`config.mk`:
```
export PLATFORM = sky130hd
export DESIGN_NAME = aud_ctrl_fsm
export DESIGN_NICKNAME = d
export VERILOG_FILES = /design/src/rtl/aud_ctrl_fsm.sv
export SDC_FILE = /design/constraint.sdc
export NUM_CORES = 1
export LEC_CHECK = 0
export CORE_ASPECT_RATIO = 1.5
export CORE_MARGIN = 2
export CORE_UTILIZATION = 44
export DETAILED_ROUTE_END_ITERATION = 10
export PLACE_DENSITY_LB_ADDON = 0.08
export SLEW_MARGIN = 20
export SYNTH_ARGS = -nofsm -noshare
export SYNTH_HDL_FRONTEND = slang
export SYNTH_SLANG_ARGS = --single-unit
```
`constraint.sdc`:
```
create_clock -name i_clk -period 2.22 [get_ports i_clk]
set_input_delay 0.444 -clock i_clk [delete_from_list [all_inputs] [get_ports i_clk]]
set_output_delay 0.444 -clock i_clk [all_outputs]
set_load 0.02 [all_outputs]
```
`src/rtl/aud_ctrl_fsm.sv`:
```
// aud_ctrl_fsm: WM8731 record/playback transport controller.
// Ports:
//    i_clk, i_rst                  clock, async active-high reset
//    i_key_rec/play/stop           one-cycle debounced key pulses
//    i_speed, i_mode               requested playback speed and interpolation mode
//    i_init_done                   I2C initialiser finished (level)
//    i_rec_addr, i_play_addr       recorder write / DSP read addresses
//    o_init_start                  one-cycle start to the I2C initialiser
//    o_rec_*, o_play_*             one-cycle command pulses to recorder and player
//    o_speed, o_mode               speed and mode latched on entry to PLAY
//    o_rec_len, o_full             recorded length, sticky end-of-memory flag
//    o_state                       registered state encoding
module aud_ctrl_fsm #(
   parameter int ADDR_W    = 20,
   parameter int SPEED_W   = 4,
   parameter int MAX_SPEED = 8
) (
   input  logic               i_clk,
   input  logic               i_rst,
   input  logic               i_key_rec,
   input  logic               i_key_play,
   input  logic               i_key_stop,
   input  logic [SPEED_W-1:0] i_speed,
   input  logic [1:0]         i_mode,
   input  logic               i_init_done,
   input  logic [ADDR_W-1:0]  i_rec_addr,
   input  logic [ADDR_W-1:0]  i_play_addr,
   output logic               o_init_start,
   output logic               o_rec_start,
   output logic               o_rec_pause,
   output logic               o_rec_stop,
   output logic               o_play_start,
   output logic               o_play_pause,
   output logic               o_play_stop,
   output logic               o_play_done,
   output logic [SPEED_W-1:0] o_speed,
   output logic [1:0]         o_mode,
   output logic [ADDR_W-1:0]  o_rec_len,
   output logic               o_full,
   output logic [2:0]         o_state
);
   typedef enum logic [2:0] {
      INIT       = 3'd0,
      IDLE       = 3'd1,
      RECD       = 3'd2,
      RECD_PAUSE = 3'd3,
      PLAY       = 3'd4,
      PLAY_PAUSE = 3'd5
   } state_t;
   localparam logic [ADDR_W-1:0]  LAST_ADDR = '1;
   localparam logic [SPEED_W-1:0] SPD_ONE   = SPEED_W'(1);
   localparam logic [SPEED_W-1:0] SPD_MAX   = SPEED_W'(MAX_SPEED);
   state_t             state_q;
   logic               init_sent_q;
   logic [SPEED_W-1:0] speed_d;
   logic               mem_full;
   logic               play_end;
   // normal mode always runs at unity; otherwise clamp into 1..MAX_SPEED
   assign speed_d  = (i_mode == 2'd0 || i_speed == '0) ? SPD_ONE :
                     (i_speed > SPD_MAX) ? SPD_MAX : i_speed;
   assign mem_full = i_rec_addr == LAST_ADDR;
   assign play_end = i_play_addr >= o_rec_len && !(i_key_rec || i_key_play || i_key_stop);
   assign o_state  = state_q;
   always_ff @(posedge i_clk or posedge i_rst) begin
      if (i_rst) begin
         state_q      <= INIT;
         init_sent_q  <= 1'b0;
         o_init_start <= 1'b0;
         o_rec_start  <= 1'b0;
         o_rec_pause  <= 1'b0;
         o_rec_stop   <= 1'b0;
         o_play_start <= 1'b0;
         o_play_pause <= 1'b0;
         o_play_stop  <= 1'b0;
         o_play_done  <= 1'b0;
         o_speed      <= SPD_ONE;
         o_mode       <= 2'd0;
         o_rec_len    <= '0;
         o_full       <= 1'b0;
      end else begin
         o_init_start <= !init_sent_q;
         init_sent_q  <= 1'b1;
         o_rec_start  <= 1'b0;
         o_rec_pause  <= 1'b0;
         o_rec_stop   <= 1'b0;
         o_play_start <= 1'b0;
         o_play_pause <= 1'b0;
         o_play_stop  <= 1'b0;
         o_play_done  <= 1'b0;
         case (state_q)
            INIT: if (i_init_done) state_q <= IDLE;
            IDLE: begin
               if (i_key_rec) begin
                  state_q     <= RECD;
                  o_rec_start <= 1'b1;
                  o_rec_len   <= '0;
                  o_full      <= 1'b0;
               end else if (i_key_play && o_rec_len != '0) begin
                  state_q      <= PLAY;
                  o_play_start <= 1'b1;
                  o_speed      <= speed_d;
                  o_mode       <= i_mode;
               end
            end
            // hitting the last word stops recording even if a stop key coincides
            RECD: begin
               if (i_key_stop || mem_full) begin
                  state_q    <= IDLE;
                  o_rec_stop <= 1'b1;
                  o_rec_len  <= i_rec_addr;
                  o_full     <= mem_full;
               end else if (i_key_rec) begin
                  state_q     <= RECD_PAUSE;
                  o_rec_pause <= 1'b1;
               end
            end
            RECD_PAUSE: begin
               if (i_key_stop) begin
                  state_q    <= IDLE;
                  o_rec_stop <= 1'b1;
                  o_rec_len  <= i_rec_addr;
               end else if (i_key_rec) begin
                  state_q     <= RECD;
                  o_rec_start <= 1'b1;
               end
            end
            PLAY: begin
               if (i_key_stop) begin
                  state_q     <= IDLE;
                  o_play_stop <= 1'b1;
               end else if (i_key_play) begin
                  state_q      <= PLAY_PAUSE;
                  o_play_pause <= 1'b1;
               end else if (play_end) begin
                  state_q     <= IDLE;
                  o_play_stop <= 1'b1;
                  o_play_done <= 1'b1;
               end
            end
            PLAY_PAUSE: begin
               if (i_key_stop) begin
                  state_q     <= IDLE;
                  o_play_stop <= 1'b1;
               end else if (i_key_play) begin
                  state_q      <= PLAY;
                  o_play_start <= 1'b1;
                  o_speed      <= speed_d;
                  o_mode       <= i_mode;
               end
            end
            default: state_q <= IDLE;
         endcase
      end
   end
endmodule

```
==> impl_metrics.prom <==
# TYPE chip_impl_metric gauge
chip_impl_info{name="outcome",value="completed"} 1
chip_impl_metric{name="fin_nets",unit=""} 429
chip_impl_metric{name="drt_pass1_iterations",unit=""} 4
chip_impl_metric{name="dieWidth",unit="microns"} 63.1
chip_impl_metric{name="cap_viol_max_count",unit=""} 0
chip_impl_metric{name="overflow",unit=""} 0
chip_impl_info{name="dr.max_layer_used",value="met4"} 1
chip_impl_info{name="cp-end-kind",value="register"} 1
chip_impl_metric{name="numPortBuffers",unit=""} 89
chip_impl_metric{name="grt_max_degree",unit=""} 41
chip_impl_metric{name="n_fill_cell",unit=""} 444
chip_impl_info{name="worstReg2RegStart",value="o_rec_len[11]$_DFFE_PP0P_"} 1
chip_impl_metric{name="clockPowerShare",unit=""} 0.111
chip_impl_metric{name="pre_cts_ws",unit="ps"} -310
chip_impl_metric{name="synth_cell_type_count",unit=""} 42
chip_impl_metric{name="mux_cell_area_share_after_synthesis",unit=""} 0.0386
chip_impl_metric{name="detailedRoute.firstIterationViolations",unit=""} 103
chip_impl_metric{name="postRouteWirelength",unit="microns"} 6050
chip_impl_metric{name="async_flop_share",unit=""} 1.00
chip_impl_metric{name="latest_clock_arrival_within_the_worst_skew_pair",unit="ps"} 290
chip_impl_metric{name="wl_met3",unit="microns"} 223
chip_impl_info{name="synth-main-ff-cell",value="dfrtp_1"} 1
chip_impl_metric{name="cts_hold_buffers",unit=""} 0
chip_impl_metric{name="max_freq",unit="MHz"} 469
chip_impl_info{name="synth.top_cells.by_count",value="dfrtp_1 (38), inv_1 (28), nand3_1 (26), o21ai_0 (26), ha_1 (22)"} 1
chip_impl_metric{name="clk_pin_slew",unit="ps"} 70
chip_impl_metric{name="floorplan.io_pins",unit=""} 90
chip_impl_metric{name="number_of_global_route_vias_before_repair",unit=""} 2118
chip_impl_info{name="main_combinational_cell_family_by_area_after_synthesis",value="simple AND/OR/NAND/NOR gates"} 1
chip_impl_metric{name="synth_nets",unit=""} 323
chip_impl_metric{name="rows",unit=""} 32
chip_impl_metric{name="critPathArrivalTime",unit="ps"} 2310
chip_impl_info{name="rsz0062_at_grt",value="no"} 1
chip_impl_metric{name="die_area",unit="sq um"} 5840
chip_impl_metric{name="worst_clock_skew",unit="ps"} 4.33
chip_impl_metric{name="switching_power",unit="W"} 0.00178
chip_impl_info{name="synthTopCellsByArea",value="dfrtp_1 (41%), ha_1 (12%), nand3_1 (5.6%), o21ai_0 (5.6%), inv_1 (4.6%)"} 1
chip_impl_metric{name="post_layout_nonfiller_instances",unit=""} 424
chip_impl_metric{name="synth-adder-area-share",unit=""} 0.120
chip_impl_metric{name="drc_errors_left",unit=""} 0
chip_impl_metric{name="cts_inserted_buffers",unit=""} 5
chip_impl_metric{name="floorplan.initialDensity",unit=""} 0.453
chip_impl_metric{name="synth-compound-area-share",unit=""} 0.148
chip_impl_metric{name="wl_per_cell",unit="microns"} 14.3
chip_impl_metric{name="synth-edff-count",unit=""} 0
chip_impl_metric{name="synth_xor_xnor_area_share",unit=""} 0
chip_impl_metric{name="crit_required",unit="ps"} 2400
chip_impl_metric{name="ys_warn_count",unit=""} 0
chip_impl_metric{name="dieHeight",unit="microns"} 92.6
chip_impl_metric{name="power.share.combinational",unit=""} 0.594
chip_impl_info{name="setup.worst_path.start",value="i_play_addr[9]"} 1
chip_impl_metric{name="placed_cells_incl_taps",unit=""} 416
chip_impl_metric{name="synth_simple_gate_area_share",unit=""} 0.204
chip_impl_metric{name="cell_internal_pwr",unit="W"} 0.00234
chip_impl_metric{name="placed_cell_area",unit="sq um"} 3380
chip_impl_info{name="netlist.top_cell.by_area",value="dfrtp_1"} 1
chip_impl_info{name="most_repeated_cell_in_the_gate_level_netlist_after_synthesis",value="dfrtp_1"} 1
chip_impl_info{name="critical_path_class",value="in -> reg"} 1
chip_impl_metric{name="post-route-min-period",unit="ps"} 2130
chip_impl_metric{name="floorplan.core_area",unit="sq um"} 5080
chip_impl_metric{name="netSwitchingFraction",unit=""} 0.432
chip_impl_metric{name="crit_fanout",unit=""} 3
chip_impl_metric{name="htree_num_levels",unit=""} 2
chip_impl_metric{name="leakage_power",unit="nW"} 1.46
chip_impl_metric{name="seq_area_frac_synth",unit=""} 0.424
chip_impl_info{name="holdCritStartpoint",value="init_sent_q$_DFF_PP0_"} 1
chip_impl_metric{name="syn2layout_area_growth",unit="%"} 51.2
chip_impl_metric{name="avgSynthCellArea",unit="sq um"} 9.25
chip_impl_metric{name="antenna_found_initial",unit=""} 0
chip_impl_metric{name="holdPathStages",unit=""} 1
chip_impl_metric{name="maxSlewViolCount",unit=""} 0
chip_impl_metric{name="number_of_storage_elements_in_the_synthesis_netlist",unit=""} 39
chip_impl_metric{name="peakVddDrop",unit="mV"} 0.632
chip_impl_metric{name="post-synth-top-area-fraction",unit=""} 0.413
chip_impl_metric{name="fin_tns_setup",unit="ps"} 0
chip_impl_metric{name="buffer_levels_on_the_longest_clock_path",unit=""} 2
chip_impl_metric{name="power.sequential.fraction",unit=""} 0.294
chip_impl_metric{name="post-route-period-util",unit=""} 0.960
chip_impl_metric{name="syn-instance-count",unit=""} 249
chip_impl_metric{name="finalWeightedCongestion",unit=""} 0.820
chip_impl_metric{name="finalHoldViolations",unit=""} 0
chip_impl_metric{name="netlist_area",unit="sq um"} 2300
chip_impl_metric{name="detail-route-antenna-nets",unit=""} 0
chip_impl_info{name="setup.worst_path.start_class",value="input port"} 1
chip_impl_metric{name="antenna_cells",unit=""} 0
chip_impl_metric{name="gr-usage-all-layers",unit=""} 0.221
chip_impl_metric{name="wl_met2",unit="microns"} 3400
chip_impl_metric{name="power_density",unit="nW/um^2"} 1180
chip_impl_metric{name="via_count",unit=""} 2211
chip_impl_metric{name="cts.sink_count",unit=""} 39
chip_impl_metric{name="final_setup_viols",unit=""} 0
chip_impl_metric{name="r2r.worst_path.cells",unit=""} 8
chip_impl_metric{name="fin_total_pwr",unit="W"} 0.00412
chip_impl_info{name="cts_tree",value="built"} 1
chip_impl_metric{name="layout.cell_area.non_filler",unit="sq um"} 3480
chip_impl_metric{name="viasPerCell",unit=""} 5.21
chip_impl_metric{name="detail_route.wirelength.met1",unit="microns"} 2320
chip_impl_metric{name="post_route_cells_drive_above_1_share",unit=""} 0.121
chip_impl_info{name="worst_hold_path_type",value="reg -> reg"} 1
chip_impl_metric{name="worst_slack",unit="ps"} 87.8
chip_impl_metric{name="wire_length_of_the_first_global_routing_pass",unit="microns"} 10000
chip_impl_metric{name="place_hpwl",unit="microns"} 4790
chip_impl_info{name="clockRootBuffer",value="clkbuf_8"} 1
[worst max-delay path, cell delays in order]
cell	delay, ps
clkdlybuf4s50_1	510
ha_4	220
a21oi_2	130
o21ai_1	80
a221o_1	360
a211oi_2	220
a21oi_1	100
mux2_4	260
[placed cells by master, fill, tap and decap left out, types with 2 or more instances in the layout]
cell | Yosys | final
nand3_1 | 26 | 26
nand2b_1 | 2 | 2
a21oi_2 | 3 | 3
inv_1 | 28 | 28
o21ai_1 | 1 | 3
clkdlybuf4s50_1 | 0 | 89
a21oi_1 | 12 | 12
a211oi_2 | 2 | 2
o31ai_1 | 3 | 3
buf_4 | 2 | 17
mux2i_1 | 4 | 4
o21ai_0 | 26 | 24
nor4_1 | 5 | 5
nor3_1 | 4 | 4
nand3b_1 | 2 | 2
dfrtp_1 | 38 | 38
nor2_1 | 16 | 16
clkbuf_8 | 0 | 5
nand4_1 | 6 | 6
nand2_1 | 17 | 17
ha_1 | 22 | 21
mux2_2 | 3 | 3
clkbuf_1 | 2 | 2
[per-layer routing]
layer  global-route usage  vias to the layer above
li1                     -                     1092
met1                0.246                     1056
met2                0.413                       55
met3               0.0365                        8
met4               0.0815                        0
met5                    0                        -
[what timing repair did]
item                       in CTS  in global routing
setup buffers                   0                  0
setup endpoints to repair       0                  3
resized for setup               0                  4
[final timing paths]
path                                                to  slack (ps)
min in group asynchronous       o_speed[1]$_DFFE_PP0P_         580
worst min-delay path            o_init_start$_DFF_PP0_         400
worst max-delay path            o_state[0]$_DFFE_PP0P_          90
max in group asynchronous       o_speed[0]$_DFFE_PP1P_        1290
worst min register to register  o_init_start$_DFF_PP0_         400
worst max register to register  o_state[0]$_DFFE_PP0P_         200
[per-stage QoR]
stage	utilization	hold slack (ps)
after floorplan	-	370
after global placement	0.666	374
after detailed placement	0.666	387
after CTS	0.682	398
after global routing	0.685	413
final	0.685	395
[power by group through the flow]
stage	clock (W)	sequential, W	combinational [W]
floorplan	0	0.00147	0.00116
global placement	0	0.00122	0.00241
detailed placement	0	0.00123	0.00244
CTS	0.000473	0.00121	0.00245
global route	0.000515	0.00125	0.00269
finish	0.000460	0.00121	0.00245
[kinds of logic after synthesis]
family | count (synthesis)
AO/OA/AOI/OAI | 55
adder cells (fa/ha/maj) | 22
buffers and inverters | 36
flip-flops | 39
multiplexers | 8
other | 1
AND/OR/NAND/NOR | 88
[registers in the layout, indices dropped and copies added (netlist names), 2 cells and up]
name / cells
o_mode: 2
o_rec_len: 20
o_speed: 4
o_state: 3
[final cells by class]
class | count | area [sq um] | share of cell area
Sequential cell | 39 | 977 | 0.281
Clock buffer | 7 | 76.3 | 0.0219
Timing Repair Buffer | 107 | 1040 | 0.298
Inverter | 28 | 105 | 0.0302
Multi-Input combinational cell | 174 | 1200 | 0.343
Clock inverter | 1 | 5.00 | 0.00144
Tap cell | 68 | 85.1 | 0.0244
Power figures use the tool's default switching activity.
